`config.mk`:
```
export PLATFORM = sky130hd
export DESIGN_NAME = piso_serializer
export DESIGN_NICKNAME = d
export VERILOG_FILES = /design/src/rtl/piso_serializer.sv
export SDC_FILE = /design/constraint.sdc
export NUM_CORES = 1
export LEC_CHECK = 0
export CORE_UTILIZATION = 53
export DETAILED_ROUTE_END_ITERATION = 6
export PLACE_DENSITY = 0.81
export SLEW_MARGIN = 10
export SYNTH_ARGS = -nofsm -noshare
export SYNTH_HDL_FRONTEND = slang
export SYNTH_SLANG_ARGS = --single-unit
```
`constraint.sdc`:
```
create_clock -name clk -period 2.4 [get_ports clk]
set_input_delay 0.24 -clock clk [delete_from_list [all_inputs] [get_ports clk]]
set_output_delay 0.24 -clock clk [all_outputs]
set_load 0.005 [all_outputs]
```
`src/rtl/piso_serializer.sv`:
```
`default_nettype none
// ============================================================================
// Module   : piso_serializer
// Purpose  : LSB-first parallel-to-serial transmitter with valid/ready load,
//            registered framing strobe, optional even parity and done pulse.
// Revision : 1.0 - initial release
// ============================================================================
module piso_serializer #(
    parameter int WIDTH     = 8,
    parameter int PARITY_EN = 0
) (
    input  logic             clk,
    input  logic             rst,
    input  logic             load_valid,
    input  logic [WIDTH-1:0] load_data,
    output logic             load_ready,
    output logic             sdata,
    output logic             sframe,
    output logic             done
);

    localparam int               CNT_W  = $clog2(WIDTH);
    localparam logic [CNT_W-1:0] C_LAST = CNT_W'(WIDTH - 1);

    typedef enum logic [1:0] {
        S_IDLE   = 2'd0,
        S_SHIFT  = 2'd1,
        S_PARITY = 2'd2,
        S_DONE   = 2'd3
    } state_t;

    state_t             state_q, state_d;
    // Bit 0 goes straight to sdata on accept, so only the remaining bits are held.
    logic [WIDTH-2:0]   shift_q, shift_d;
    logic [CNT_W-1:0]   cnt_q,   cnt_d;
    logic               par_q,   par_d;
    logic               sdata_q, sdata_d;
    logic               sframe_q, sframe_d;
    logic               done_q,  done_d;

    always_ff @(posedge clk or posedge rst) begin
        if (rst) begin
            state_q  <= S_IDLE;
            shift_q  <= '0;
            cnt_q    <= '0;
            par_q    <= 1'b0;
            sdata_q  <= 1'b0;
            sframe_q <= 1'b0;
            done_q   <= 1'b0;
        end else begin
            state_q  <= state_d;
            shift_q  <= shift_d;
            cnt_q    <= cnt_d;
            par_q    <= par_d;
            sdata_q  <= sdata_d;
            sframe_q <= sframe_d;
            done_q   <= done_d;
        end
    end

    // Serial outputs are computed for the upcoming state so they leave flops.
    always_comb begin
        state_d  = state_q;
        shift_d  = shift_q;
        cnt_d    = cnt_q;
        par_d    = par_q;
        sdata_d  = 1'b0;
        sframe_d = 1'b0;
        done_d   = 1'b0;
        case (state_q)
            S_IDLE: begin
                if (load_valid) begin
                    state_d  = S_SHIFT;
                    shift_d  = load_data[WIDTH-1:1];
                    cnt_d    = '0;
                    par_d    = ^load_data;
                    sdata_d  = load_data[0];
                    sframe_d = 1'b1;
                end
            end
            S_SHIFT: begin
                if (cnt_q == C_LAST) begin
                    if (PARITY_EN != 0) begin
                        state_d  = S_PARITY;
                        sdata_d  = par_q;
                        sframe_d = 1'b1;
                    end else begin
                        state_d = S_DONE;
                        done_d  = 1'b1;
                    end
                end else begin
                    cnt_d    = cnt_q + 1'b1;
                    sdata_d  = shift_q[0];
                    shift_d  = shift_q >> 1;
                    sframe_d = 1'b1;
                end
            end
            S_PARITY: begin
                state_d = S_DONE;
                done_d  = 1'b1;
            end
            S_DONE: begin
                state_d = S_IDLE;
            end
            default: begin
                state_d = S_IDLE;
            end
        endcase
    end

    assign load_ready = (state_q == S_IDLE) && !rst;
    assign sdata      = sdata_q;
    assign sframe     = sframe_q;
    assign done       = done_q;

endmodule
`default_nettype wire

```
# Word-level counts from Yosys, hierarchy flattened
# Cells that the tools add are included.
[word_totals]
wordCells = 37
output_inout_bits = 4
in_bits = 11
ff_bits = 15
[op_classes]
reduce_logical = 6
n_mux = 17
n_eq_ne = 7
addsub = 1
[ops]
columns = ["cell", "count"]
rows = [
  ["$mux 7", 2],
  ["$pmux 7 s2", 1],
  ["$pmux 2 s4", 1],
  ["$mux 3", 2],
  ["$ne 2x2->1 const B", 3],
  ["$pmux 1 s2", 3],
  ["$pmux 3 s2", 1],
  ["$mux 1", 5],
  ["$eq 2x2->1 const B", 2],
  ["$mux 2", 2],
  ["$add 3x1->3 const B", 1],
  ["$eq 3x3->1 const B", 1],
  ["$reduce_and 3->1", 1],
  ["$eq 2x1->1 const B", 1],
  ["$logic_not 2->1", 1],
  ["$reduce_and 2->1", 1],
  ["$reduce_bool 2->1", 1],
  ["$logic_and 1x1->1", 1],
  ["$logic_not 1->1", 1],
]

# Depth between registers and ports, before layout
# Gate-level depths: netlist of the first run.
[depth]
ltp_word = 3
mapped_depth = 6
ltp_nobuf = 5

# Least setup slack after synthesis of the first run
# No wires, ideal clock.
[synth_path]
kind = "reg2reg"
startpoint = "register cnt_q[0]"
endpoint = "register shift_q[0]"
stages_incl_launch_ff = 7
required_ps = 2326
arrival_ps = 1541
path_buffers = 1
setup_ps = 74
slack_ps = 785
synth_period_minus_slack_ps = 1615
cell_sequence = "dfrtp_1 > ha_1 > ha_1 > and2_1 > clkbuf_1 > or2_4 > o21ai_2"
[synth_via]
elab_chain_len = 3
[synth_rtl]
columns = ["item", "line_no", "source"]
rows = [
  ["start, declared", "35", "logic [CNT_W-1:0] cnt_q, cnt_d;"],
  ["start signal, assigned", "53", "cnt_q <= cnt_d;"],
  ["$eq 3x3->1", "82", "if (cnt_q == C_LAST) begin"],
  ["$ne 2x2->1 (no source line)", "-", ""],
  ["$reduce_and 3->1 (no source line)", "-", ""],
  ["end signal, assigned", "52", "shift_q <= shift_d;"],
  ["end, declared", "34", "logic [WIDTH-2:0] shift_q, shift_d;"],
]
# Every way passes these cells.
# A chain may end at the register's enable or synchronous reset.

# Final worst setup path of the first run
[layout_path]
startpoint = "register state_q[1]"
endpoint = "output port load_ready"
[layout_via]
elab_chain_len = 2
[layout_rtl]
columns = ["item", "line_no", "source"]
rows = [
  ["start, declared", "32", "state_t state_q, state_d;"],
  ["start signal, assigned", "51", "state_q <= state_d;"],
  ["$logic_not 2->1", "111", "assign load_ready = (state_q == S_IDLE) && !rst;"],
  ["$logic_and 1x1->1", "111", ""],
  ["end, declared", "16", "output logic load_ready,"],
]
# Every way passes these cells.

==> metrics.md, run 1 <==
| Metric | Value |
|---|---|
| Largest net degree at the start of global routing | 16 |
| P_int | 0.782 mW |
| Inserted Clock Buffers | 3 |
| Minimum clock period | 2.02 ns |
| Max-Cap Viols | 0 |
| R2r worst-path depth | 5 |
| VDD IR-drop max | 816 uV |
| Worst skew pair latency | 0.29 ns |
| Nets@finish | 108 |
| Share of cells above drive strength 1 | 0.178 |
| Final TNS setup | 0 ns |
| Syn_area_per_cell | 11.2 sq um |
| DRC | 0 |
| N_diodes | 0 |
| Resized cells post-CTS | 0 |
| Sw Pwr | 0.488 mW |
| RR Startpoint | state_q[1] |
| Hold_buf cts | 0 |
| Sw Share | 0.384 |
| Finish-stage setup viols | 0 |
| Leading area contributor after synthesis | dfrtp_1 |
| Synth top area cells | dfrtp_1 (47%), ha_1 (9.3%), mux2i_1 (8.7%), o21ai_0 (6.8%), o21ai_2 (6.5%) |
| Setup Fix Bufs, Post-CTS | 0 |
| DRT iter0 DRCs | 12 |
| Post-synthesis cell area | 806 sq um |
| CTS max path bufs | 2 |
| Core area | 0.00135 sq mm |
| Drt total wl | 1490 um |
| Sequential Power Share | 0.352 |
| Ys async rst share | 1.00 |
| Routability congestion estimate | 0.712 |
| DP HPWL | 1030 um |
| Initial antenna violation count | 0 |
| RSZ-0062 raised after global routing | false |
| Final-report hold violation count | 0 |
| CP arrival | 1.78 ns |
| Library cells used by synthesis | 23 |
| First-pass GRT wire length | 2210 um |
| CTS sink cnt | 15 |
| Slew HR | 0.628 |
| Ports | 15 |
| Rows | 13 |
| Vias | 561 |
| Crit path max fanout | 7 |
| Critical path launch point type | flip-flop |
| Yosys reg bits | 15 |
| H-tree levels | 1 |
| Comb pwr share | 0.527 |
| Sequential-to-total area share from yosys stat | 0.466 |
| Overall routing resource usage | 0.210 |
| Remaining global-route overflow | 0 |
| CP Capture Type | output port |
| Most common flop cell mapped by yosys | dfrtp_1 |
| Clk slew on worst S/H paths | 0.10 ns |
| Die area | 0.00168 sq mm |
| Die Y | 41.0 um |
| Post-route ant nets | 0 |
| Total power | 1.27 mW |
| Hold Path Class | in -> async |
| Crit Reg-Reg Endpoint | shift_q[5] |
| Clock root buffer | clkbuf_4 |
| Fin crit share | 0.843 |
| LEAKAGE | 0.469 nW |
| Via density | 5.34 |
| Critical path class | reg -> out |
| Ys Warns | 0 |
| CP required | 2.16 ns |
| Outcome | completed |
| EDFF count, synth | 0 |
| Most frequent cells in the layout | dfrtp_1 (15), clkdlybuf4s50_1 (14), o21ai_0 (11), mux2i_1 (7) |
| WL per Instance | 14.2 um |
| Fmax | 494 MHz |
| Die Span X | 41.0 um |
| Slew Limit Fails | 0 |
| Port Buf Inserts | 14 |
| Yosys top cell area share | 0.466 |
| Leading cell type in the layout, fill and taps excluded | dfrtp_1 |
| Mapped Cells | 72 |
| CTS tree | done |
| Synthesis-to-finish area growth | 24.1% |
| R2r setup slk | 0.68 ns |
| PwrDens | 1270 mW/mm^2 |
| Syn Nets | 89 |
| Initial Utilization | 0.597 |
| Clock network power share | 0.121 |
| 1st-pass router iterations | 4 |
| Vias in the first global route | 489 |
| Clk_skew | 0.00165 ns |
| Slew @ Worst Pin | 0.557 ns |
## metal layers
layer	track usage	part of all wire	up-vias
li1	-	-	292
met2	0.313	0.45	14
met4	0.0750	0.0060	0
met1	0.274	0.52	253
met5	0	0	-
met3	0.0815	0.028	2
## layout make-up
type / instances / area (sq um)
repair buffers: 16 / 155
clock buffers: 3 / 22.5
multi-input cells: 52 / 412
well taps: 15 / 18.8
fillers: 108 / 350
inverters: 3 / 11.3
clock inverters: 1 / 5.00
flip-flops and latches: 15 / 375
## critical path, cell delays in order (launching register included)
cell and delay, ns:
dfrtp_1 0.43, inv_1 0.10, ha_1 0.30, nor2b_1 0.16, clkdlybuf4s50_1 0.50
## how the worst max path moves through the flow
| stage | start | end | slack, ns | cells past startpoint |
|---|---|---|---|---|
| CTS | state_q[1] | load_ready | 0.38 | 4 |
| detailed placement | load_valid | state_q[1] | 0.70 | 4 |
| floorplan | cnt_q[0] | shift_q[0] | 0.78 | 6 |
| global placement | cnt_q[0] | shift_q[5] | 0.72 | 5 |
| finish | state_q[1] | load_ready | 0.38 | 4 |
| global route | state_q[0] | load_ready | 0.29 | 4 |
## registers in the layout, indices dropped and copies added (netlist names)
signal,cells
sdata,1
sframe,1
shift_q,7
cnt_q,3
state_q,2
done,1
## cell families after synthesis
| logic type | Yosys count | synth area share |
|---|---|---|
| adders and majority gates | 6 | 0.0932 |
| muxes | 9 | 0.118 |
| and+or+nand+nor | 13 | 0.0947 |
| AOI/OAI and AO/OA | 24 | 0.205 |
| DFF | 15 | 0.466 |
| buffers and inverters | 5 | 0.0233 |
## power by group through the flow
stage                     combinational (mW)  clock (mW)  sequential (mW)
after floorplan                        0.486           0            0.431
final                                  0.670       0.153            0.447
after global routing                   0.731       0.164            0.457
after CTS                              0.670       0.150            0.445
after global placement                 0.655           0            0.443
after detailed placement               0.664           0            0.448
## cell usage after synthesis (2+ instances only)
library cell and count:
dfrtp_1 15, o21ai_0 11, mux2i_1 7, ha_1 6, o21ai_2 6, a22o_1 3, inv_1 3, nand2_1 3
and2b_1 2, nand2b_1 2, nor2b_1 2
## per-stage QoR
step,setup slack [ns],hold slack (ns),std cells,cell area [sq um],utilization
2_1_floorplan,0.785,0.141,72,806,-
3_3_place_gp,0.721,0.504,101,972,0.720
3_5_place_dp,0.695,0.499,101,972,0.720
4_1_cts,0.379,0.348,105,1000,0.741
5_1_grt,0.285,0.387,105,1000,0.741
6_report,0.378,0.317,105,1000,0.741
Note: power is estimated with default switching activity, not from simulation.
==> run 2, diff against run 1 <==
--- a/config.mk
+++ b/config.mk
@@ -5,9 +5,10 @@
 export SDC_FILE = /design/constraint.sdc
 export NUM_CORES = 1
 export LEC_CHECK = 0
-export CORE_UTILIZATION = 53
+export CORE_ASPECT_RATIO = 0.75
+export CORE_UTILIZATION = 45
 export DETAILED_ROUTE_END_ITERATION = 6
-export PLACE_DENSITY = 0.81
+export PLACE_DENSITY = 0.73
 export SLEW_MARGIN = 10
 export SYNTH_ARGS = -nofsm -noshare
 export SYNTH_HDL_FRONTEND = slang
==> constraint.sdc (replaced) <==
create_clock -name clk -period 1.8 [get_ports clk]
set_input_delay 0.18 -clock clk [delete_from_list [all_inputs] [get_ports clk]]
set_output_delay 0.18 -clock clk [all_outputs]
set_load 0.005 [all_outputs]
==> run 2 against run 1 <==
  * Clock skew is 0.0055 ns higher
  * Wire length is 8.1% higher
  * Setup slack got worse by 0.22 ns
  * Critical path type is now reg -> reg
  * Total power increased by 42%
  * Via count grew 5.9%
  * Sequential share of layout area decreased by 2.2 points
  * Clock power increased by 28%
  * Largest cell class unchanged
  * Design area up 6.3%
  * Global-route usage decreased by 0.74 points
==> metrics.md, run 2 (synthesized netlist as in run 1, its figures left out) <==
| Metric | Value |
|---|---|
| CP required | 1.98 ns (-0.18 ns) |
| First-pass GRT wire length | 2770 um (+25%) |
| Fin crit share | 0.915 |
| 1st-pass router iterations | 2 (-2) |
| CTS max path bufs | 2 (unchanged) |
| Number of fillers in the final layout | 119 (+10%) |
| Critical path class | reg -> reg |
| Minimum clock period | 1.65 ns |
| Post-route ant nets | 0 (unchanged) |
| Vias | 594 (+5.9%) |
| DP Cell Count | 108 (+6.9%) |
| LEAKAGE | 0.503 nW (+7.4%) |
| Die Span X | 50.9 um (+24%) |
| Largest registers | shift_q (7), cnt_q (3), state_q (2) |
| Largest net degree at the start of global routing | 16 (unchanged) |
| DRT iter0 DRCs | 4 (-8) |
| Worst path cell trace | buf_4 -> ha_1 -> nor2b_1 -> nor2_1 -> mux2_2 |
| Die area | 0.00197 sq mm (+17%) |
| Core area | 0.00158 sq mm (+17%) |
| Fmax | 607 MHz |
| Clock root buffer | clkbuf_4 |
| Initial antenna violation count | 0 (unchanged) |
| Clock network power share | 0.109 (-0.012) |
| CP bufs+invs | 1 (-1) |
| Register name with the most flops | shift_q |
| Delay-heaviest family, CP | flip-flops |
| Outcome | completed |
| Max-Cap Viols | 0 (unchanged) |
| Sw Pwr | 0.668 mW (+37%) |
| RSZ-0062 raised after global routing | false |
| Area after DPL | 987 sq um (+1.5%) |
| Slew Limit Fails | 0 (unchanged) |
| CP max stage delay | 0.41 ns (-0.09 ns) |
| Inserted Clock Buffers | 3 (unchanged) |
| Most frequent cells in the layout | dfrtp_1 (15), clkdlybuf4s50_1 (13), o21ai_0 (11), mux2i_1 (7), buf_4 (7) |
| Via density | 5.12 (-4.2%) |
| CTS tree | done |
| Drt total wl | 1610 um (+8.1%) |
| Total power | 1.80 mW (+42%) |
| Leading cell type in the layout, fill and taps excluded | dfrtp_1 |
| Slew HR | 0.608 (-0.0203) |
| Finish-stage setup viols | 0 (unchanged) |
| Slew @ Worst Pin | 0.588 ns (+0.0304 ns) |
| Routability congestion estimate | 0.758 (+6.4%) |
| Rows | 12 (-1) |
| Synthesis-to-finish area growth | 31.8% |
| N_diodes | 0 (unchanged) |
| CTS sink cnt | 15 (unchanged) |
| H-tree levels | 1 (unchanged) |
| Vias in the first global route | 594 (+21%) |
| CP Capture Type | flip-flop |
| CP max stage cell | dfrtp_1 |
| Share of cells above drive strength 1 | 0.263 (+0.0854) |
| Final-report hold violation count | 0 (unchanged) |
| Sequential Power Share | 0.325 (-0.027) |
| Die Y | 38.6 um (-5.7%) |
| WL per Instance | 13.9 um (-2.1%) |
| Ports | 15 (unchanged) |
| Max reg flops | 7 (unchanged) |
| Hold Path Class | in -> async |
| Sw Share | 0.371 (-0.0131) |
| Worst skew pair latency | 0.29 ns (about the same) |
| Remaining global-route overflow | 0 (unchanged) |
| Nets@finish | 113 (+4.6%) |
| Final Non-Filler Cells | 116 (+10%) |
| Crit path max fanout | 5 (-2) |
| Final TNS setup | 0 ns (unchanged) |
| DRC | 0 (unchanged) |
| Initial Utilization | 0.511 (-0.0857) |
| Comb pwr share | 0.566 (+0.039) |
| Overall routing resource usage | 0.203 (-0.00740) |
| DP HPWL | 1120 um (+8.9%) |
| P_int | 1.13 mW (+45%) |
| PwrDens | 1690 mW/mm^2 (+33%) |
| CP arrival | 1.83 ns (+0.05 ns) |
| Clk_skew | 0.00715 ns (+0.00550 ns) |
| Port Buf Inserts | 14 (unchanged) |
| VDD IR-drop max | 978 uV (+20%) |
| Final instance area | 0.00106 sq mm (+6.3%) |
| Critical path launch point type | flip-flop |
| Clk slew on worst S/H paths | 0.09 ns (about the same) |
run 2: changes by cell type in the layout (fill, tap and decap cells not counted):
| cell | change |
|---|---|
| dlymetal6s2s_1 | +1 |
| inv_2 | +2 |
| and2_2 | +1 |
| inv_1 | -2 |
| clkdlybuf4s50_1 | -1 |
| ha_4 | +1 |
| ha_2 | +1 |
| clkinv_2 | -1 |
| clkbuf_1 | +1 |
| and2_1 | -1 |
| buf_4 | +5 |
| ha_1 | -2 |
run 2: final cells by class:
type                    instances  area [sq um]  area share
well taps                      21          26.3      0.0247
clock buffers                   4          26.3      0.0247
repair buffers                 21           195       0.184
flip-flops and latches         15           375       0.353
multi-input cells              52           428       0.403
inverters                       3          11.3      0.0106
run 2: worst register-to-register path: cells and delay by family (launching register included):
kind / cells / cell delay, ns
mux: 1 / 0.36
simple gates: 2 / 0.39
fa+ha+maj: 1 / 0.25
flops: 1 / 0.41
buf+inv: 1 / 0.15
run 2: power by group through the flow:
stage	clock [mW]	combinational [mW]	sequential, mW
after detailed placement	0	0.920	0.594
after CTS	0.201	0.997	0.582
after floorplan	0	0.647	0.575
after global routing	0.213	1.13	0.607
final	0.196	1.02	0.586
after global placement	0	0.898	0.591
run 2: worst paths after layout:
kind                            start          to  slack [ns]  depth (start not counted)
max                        state_q[0]  state_q[1]        0.15                          5
min                               rst      sframe        0.27                          2
max reg2reg                state_q[0]  state_q[1]        0.15                          5
min reg2reg                shift_q[0]       sdata        0.52                          1
max in group asynchronous         rst        done        1.13                          2
min in group clk           shift_q[0]       sdata        0.52                          1
run 2: layer usage:
layer / vias up / GRT usage / routed length, um
li1: 302 / - / -
met1: 281 / 0.259 / 784
met2: 11 / 0.337 / 759
met3: 0 / 0.0706 / 65
met4: 0 / 0.0417 / 0
met5: - / 0 / 0
run 2: timing repair:
item | in CTS | in global routing
pin swaps | 0 | 1
gates cloned | 0 | 0
gates resized for setup | 3 | 4
buffers inserted | 2 | 2
hold buffers | 0 | 0
endpoints found under the setup margin | 1 | 7
run 2: stage by stage:
| stage | setup WS [ns] | hold WS, ns | util |
|---|---|---|---|
| CTS | 0.000638 | 0.295 | 0.660 |
| detailed placement | 0.0719 | 0.483 | 0.626 |
| global placement | 0.0923 | 0.488 | 0.626 |
| global route | 0.0614 | 0.327 | 0.674 |
| finish | 0.153 | 0.275 | 0.674 |
| floorplan | 0.185 | 0.0815 | - |
